### config.mk
export PLATFORM = sky130hd
export DESIGN_NAME = cp0_exception_sequencer
export DESIGN_NICKNAME = d
export VERILOG_FILES = /design/src/rtl/cp0_exception_sequencer.sv
export SDC_FILE = /design/constraint.sdc
export NUM_CORES = 1
export LEC_CHECK = 0
export CELL_PAD_IN_SITES_DETAIL_PLACEMENT = 1
export CELL_PAD_IN_SITES_GLOBAL_PLACEMENT = 1
export CORE_ASPECT_RATIO = 0.9
export CORE_MARGIN = 2
export CORE_UTILIZATION = 29
export CTS_CLUSTER_SIZE = 12
export DETAILED_ROUTE_END_ITERATION = 8
export MAX_ROUTING_LAYER = met4
export PLACE_DENSITY_LB_ADDON = 0.1
export SETUP_SLACK_MARGIN = 0.5
export SLEW_MARGIN = 20
export SYNTH_ARGS = -nofsm -noshare
export SYNTH_HDL_FRONTEND = slang
export SYNTH_SLANG_ARGS = --single-unit
### constraint.sdc
create_clock -name clk -period 2.3 [get_ports clk]
set_input_delay 0.23 -clock clk [delete_from_list [all_inputs] [get_ports clk]]
set_output_delay 0.23 -clock clk [all_outputs]
set_load 0.02 [all_outputs]
### src/rtl/cp0_exception_sequencer.sv
// Sequences the CP0 read-modify-write traffic for exception entry and ERET over the
// single exception-side CP0 port, then issues one fetch redirect per accepted request.
module cp0_exception_sequencer #(
    parameter logic [31:0] BEV_VECTOR = 32'hBFC0_0380,
    parameter logic [31:0] EXC_OFFSET = 32'h0000_0180
) (
    input  logic        clk,
    input  logic        rst,
    input  logic        req_valid,
    output logic        req_ready,
    input  logic        req_is_eret,
    input  logic [4:0]  req_exc_code,
    input  logic [31:0] req_pc,
    input  logic        req_bd,
    input  logic        req_has_badva,
    input  logic [31:0] req_badva,
    output logic [4:0]  cp0_addr,
    output logic [2:0]  cp0_sel,
    output logic        cp0_wen,
    output logic [31:0] cp0_wdata,
    input  logic [31:0] cp0_rdata,
    output logic        busy,
    output logic        redirect_valid,
    output logic [31:0] redirect_pc
);

    typedef enum logic [3:0] {
        StIdle, StStRd, StEpc, StCause, StBadva, StStWr, StVec, StRetRd, StRedir
    } state_e;

    state_e      state_q, state_d;
    logic        is_eret_q, is_eret_d;
    logic [4:0]  exc_code_q, exc_code_d;
    logic [31:0] pc_q, pc_d;
    logic        bd_q, bd_d;
    logic        has_badva_q, has_badva_d;
    logic [31:0] badva_q, badva_d;
    logic        exl_q, exl_d;
    logic        bev_q, bev_d;
    logic        erl_q, erl_d;
    logic [31:0] target_q, target_d;

    always_ff @(posedge clk) begin
        if (rst) begin
            state_q     <= StIdle;
            is_eret_q   <= 1'b0;
            exc_code_q  <= 5'd0;
            pc_q        <= 32'd0;
            bd_q        <= 1'b0;
            has_badva_q <= 1'b0;
            badva_q     <= 32'd0;
            exl_q       <= 1'b0;
            bev_q       <= 1'b0;
            erl_q       <= 1'b0;
            target_q    <= 32'd0;
        end else begin
            state_q     <= state_d;
            is_eret_q   <= is_eret_d;
            exc_code_q  <= exc_code_d;
            pc_q        <= pc_d;
            bd_q        <= bd_d;
            has_badva_q <= has_badva_d;
            badva_q     <= badva_d;
            exl_q       <= exl_d;
            bev_q       <= bev_d;
            erl_q       <= erl_d;
            target_q    <= target_d;
        end
    end

    always_comb begin
        state_d     = state_q;
        is_eret_d   = is_eret_q;
        exc_code_d  = exc_code_q;
        pc_d        = pc_q;
        bd_d        = bd_q;
        has_badva_d = has_badva_q;
        badva_d     = badva_q;
        exl_d       = exl_q;
        bev_d       = bev_q;
        erl_d       = erl_q;
        target_d    = target_q;
        unique case (state_q)
            StIdle: begin
                if (req_valid) begin
                    is_eret_d   = req_is_eret;
                    exc_code_d  = req_exc_code;
                    pc_d        = req_pc;
                    bd_d        = req_bd;
                    has_badva_d = req_has_badva;
                    badva_d     = req_badva;
                    state_d     = StStRd;
                end
            end
            StStRd: begin
                exl_d   = cp0_rdata[1];
                erl_d   = cp0_rdata[2];
                bev_d   = cp0_rdata[22];
                state_d = is_eret_q ? StRetRd : StEpc;
            end
            StEpc:   state_d = StCause;
            StCause: state_d = has_badva_q ? StBadva : StStWr;
            StBadva: state_d = StStWr;
            StStWr:  state_d = is_eret_q ? StRedir : StVec;
            StVec: begin
                target_d = bev_q ? BEV_VECTOR : ({cp0_rdata[31:12], 12'h000} + EXC_OFFSET);
                state_d  = StRedir;
            end
            StRetRd: begin
                target_d = cp0_rdata;
                state_d  = StStWr;
            end
            StRedir: state_d = StIdle;
            default: state_d = StIdle;
        endcase
    end

    always_comb begin
        cp0_addr       = 5'd0;
        cp0_sel        = 3'd0;
        cp0_wen        = 1'b0;
        cp0_wdata      = 32'd0;
        redirect_valid = 1'b0;
        redirect_pc    = 32'd0;
        req_ready      = (state_q == StIdle);
        busy           = (state_q != StIdle);
        unique case (state_q)
            StStRd: cp0_addr = 5'd12;
            StEpc: begin
                cp0_addr  = 5'd14;
                cp0_wen   = !exl_q;
                cp0_wdata = bd_q ? (pc_q - 32'd4) : pc_q;
            end
            StCause: begin
                cp0_addr  = 5'd13;
                cp0_wen   = 1'b1;
                // BD is only refreshed on the first (non-nested) exception
                cp0_wdata = {(exl_q ? cp0_rdata[31] : bd_q), cp0_rdata[30:7], exc_code_q,
                             cp0_rdata[1:0]};
            end
            StBadva: begin
                cp0_addr  = 5'd8;
                cp0_wen   = 1'b1;
                cp0_wdata = badva_q;
            end
            StStWr: begin
                cp0_addr = 5'd12;
                cp0_wen  = 1'b1;
                if (!is_eret_q)  cp0_wdata = cp0_rdata | 32'h2;
                else if (erl_q)  cp0_wdata = cp0_rdata & ~32'h4;
                else             cp0_wdata = cp0_rdata & ~32'h2;
            end
            StVec: begin
                cp0_addr = 5'd15;
                cp0_sel  = 3'd1;
            end
            StRetRd: cp0_addr = erl_q ? 5'd30 : 5'd14;
            StRedir: begin
                redirect_valid = 1'b1;
                redirect_pc    = target_q;
            end
            default: ;
        endcase
        // Reset suppresses the write of the state it interrupts
        if (rst) cp0_wen = 1'b0;
    end

endmodule

==> impl_metrics.ini, run 1 <==
[run_status]
outcome = finished with violations
violations = setup timing

[clocking]
cts_tree = yes
clkLatencyLatePin_ns = 0.36
numCtsBuffers = 9
clk_pin_slew_ns = 0.08
cts-root-buf = clkbuf_16
cts_sinks = 111
cts_buffer_depth = 2
cts_max_level = 3

[drt]
vias = 6268
antenna_left = 0
wl_per_cell_um = 20.5
drc = 0
drt-initial-drc-count = 262
wl_um = 25300
firstDrtPassIters = 6
viasPerCell = 5.08

[critical_path]
crit_type = reg -> out
r2r_slack_ns = 0.53
crit_path_start = pc_q[7]
endpoint = cp0_wdata[16]
rr_endpoint = target_q[16]
reg2reg_from = state_q[1]
cp-start-kind = flop
crit_required_ns = 2.07
crit_fanout = 4
cp.arrival_ns = 2.48
reg2reg_depth = 11
critPathCaptureType = output port

[timing]
tns_ns = -5.56
slew-limit-headroom_pct = 63.4
rsz0062_at_grt = yes
drv_slew = 0
setup_viol_count_final = 23
fin_skew_ns = 0.00834
fin_crit_sh_pct = 118
hold_viol = 0
finalWorstSetupSlack_ns = -0.411
fmax_ghz = 0.369
period_needed_ns = 2.71
worst_slew_pin_slew_ns = 0.548
holdWs_ns = 0.409

[die]
ios = 183
row_count = 47
core-area_um2 = 18300
start_util_pct = 29.4
die_x_um = 147
die_area_um2 = 19600
fp.dieH_um = 133

[pwr]
power.density_nw_per_um2 = 648
p_leak_nw = 3.74
power_mw = 6.24
peakVddDrop_mv = 0.422

[place]
gp_congestion = 0.832
place_hpwl_um = 16300
place_area_um2 = 7900
io_buffers = 180

[finish]
layout_common_cells = nand2_1, clkdlybuf4s50_1, dfxtp_1
nFillCells = 2088
nets = 1093
mostFrequentLayoutCell = nand2_1
postLayoutCellArea_um2 = 9640
syn_to_final_growth_pct = 79.3
drive_gt1_share_pct = 35.6

[global_routing]
grt_overflow = 0
grt_pass1_vias = 6488
grt_use_total_pct = 24.2
grt_max_degree = 109
grt_pass1_wl_um = 36100
antenna_found_initial = 1

[job]
max_cap_viol_count = 0

[synth]
ys_seq_elements = 111
netlist_area_um2 = 5370
synth_warnings = 0
synthFlopType = dfxtp_1
synth.avg_cell_area_um2 = 7.35
synthCells = 731
ys_seq_area_share_pct = 41.4
synth_edf_count = 0
yosysTopAreaCell = dfxtp_1
netlist_top_cells_area = dfxtp_1, nand2_1, a21oi_1, a22oi_1, nor2_1
asyncSetResetFlopFracSynth_pct = 0
synth_cell_type_count = 47
netlist.area_leader.share_pct = 41.4

[min_path]
min_path_type = in -> reg
==> synthesized netlist by cell type (all sizes together), types with 2 or more instances <==
cell,number
mux2i,3
inv,8
nand2b,3
xor2,19
nor2,59
nand3,13
a221o,2
nor3,22
or4,8
nand2,170
nand3b,4
nor4,6
dfxtp,111
a21oi,92
nor3b,3
o21ai,30
clkbuf,58
nand4b,2
a22oi,33
nand4,5
buf,7
a222oi,5
xnor2,8
and3,34
and2,6
nor2b,6
==> cell type report <==
cell class              instances  area (um^2)  share of cell area, %
multi-input cells             548         3520                   36.5
clock buffers                   9          225                   2.34
repair buffers                307         3240                   33.6
well taps                     245          307                   3.18
clock inverters                 6         71.3                  0.740
flip-flops and latches        111         2240                   23.3
diodes                          1         2.50                 0.0260
inverters                       8         30.0                  0.312
==> logic make-up after synthesis <==
| group | count (synthesis) | share of synthesized area, % |
|---|---|---|
| other | 1 | 0.0698 |
| AND/OR/NAND/NOR | 346 | 29.6 |
| buffers and inverters | 73 | 5.35 |
| adder cells (fa/ha/maj) | 1 | 0.233 |
| multiplexers | 3 | 0.559 |
| AO/OA/AOI/OAI | 169 | 18.4 |
| flip-flops | 111 | 41.4 |
| XOR/XNOR | 27 | 4.40 |
==> worst max-delay path: stages (launching register included) <==
cell,delay [ns]
dfxtp_2,0.32
or4_4,0.58
or3_4,0.38
or4_4,0.42
xor2_1,0.16
o21ai_2,0.13
buf_4,0.15
==> per-stage QoR <==
stage	util (%)	worst slack, ns	std cells
4_1_cts	49.5	-0.423	1205
6_report	52.7	-0.411	1235
3_5_place_dp	43.2	-0.646	1161
2_1_floorplan	-	-0.143	732
5_1_grt	52.7	-0.471	1235
3_3_place_gp	43.2	-0.620	1161
==> power breakdown <==
group | switching, mW | leakage [nW] | internal (mW)
clock | 0.760 | 0.143 | 0.850
combinational | 1.22 | 2.68 | 1.24
sequential | 0.106 | 0.911 | 2.07
total | 2.08 | 3.74 | 4.16
==> per-layer routing <==
| layer | part of all wire (%) | wire length, um | GRT usage, % | up-vias |
|---|---|---|---|---|
| met5 | 0 | 0 | - | - |
| met4 | 1.8 | 464 | 5.34 | 0 |
| met3 | 4.9 | 1240 | 3.39 | 28 |
| met2 | 50 | 12800 | 41.1 | 169 |
| met1 | 43 | 10900 | 30.9 | 3059 |
| li1 | - | - | - | 3012 |
==> repair_timing <==
item / in CTS / in global routing
setup endpoints to repair: 83 / 88
pin swaps: 36 / 26
gates resized for setup: 543 / 96
gates cloned: 5 / 4
setup buffers: 24 / 25
hold buffers: 0 / 0
==> registers in the layout, summed over array words and instances, names as in the netlist <==
name         flops
badva_q         32
bd_q             1
bev_q            1
erl_q            1
exc_code_q       5
exl_q            1
has_badva_q      1
is_eret_q        1
pc_q            32
state_q          4
target_q        32
==> worst min-delay path by stage <==
stage | end | depth (start not counted) | slack, ns | from
2_1_floorplan | pc_q[7] | 2 | 0.36 | req_pc[7]
3_3_place_gp | target_q[11] | 2 | 0.44 | target_q[11]
3_5_place_dp | target_q[0] | 2 | 0.45 | target_q[0]
4_1_cts | badva_q[20] | 3 | 0.40 | req_badva[20]
5_1_grt | pc_q[13] | 3 | 0.42 | req_pc[13]
6_report | badva_q[20] | 3 | 0.41 | req_badva[20]
(Power assumes the default switching activity.)
==> run 2, diff against run 1 <==
CTS_CLUSTER_DIAMETER = 80   (was default)
==> results of run 2 <==
The final DEF is identical to that of run 1; final timing and power are the same.
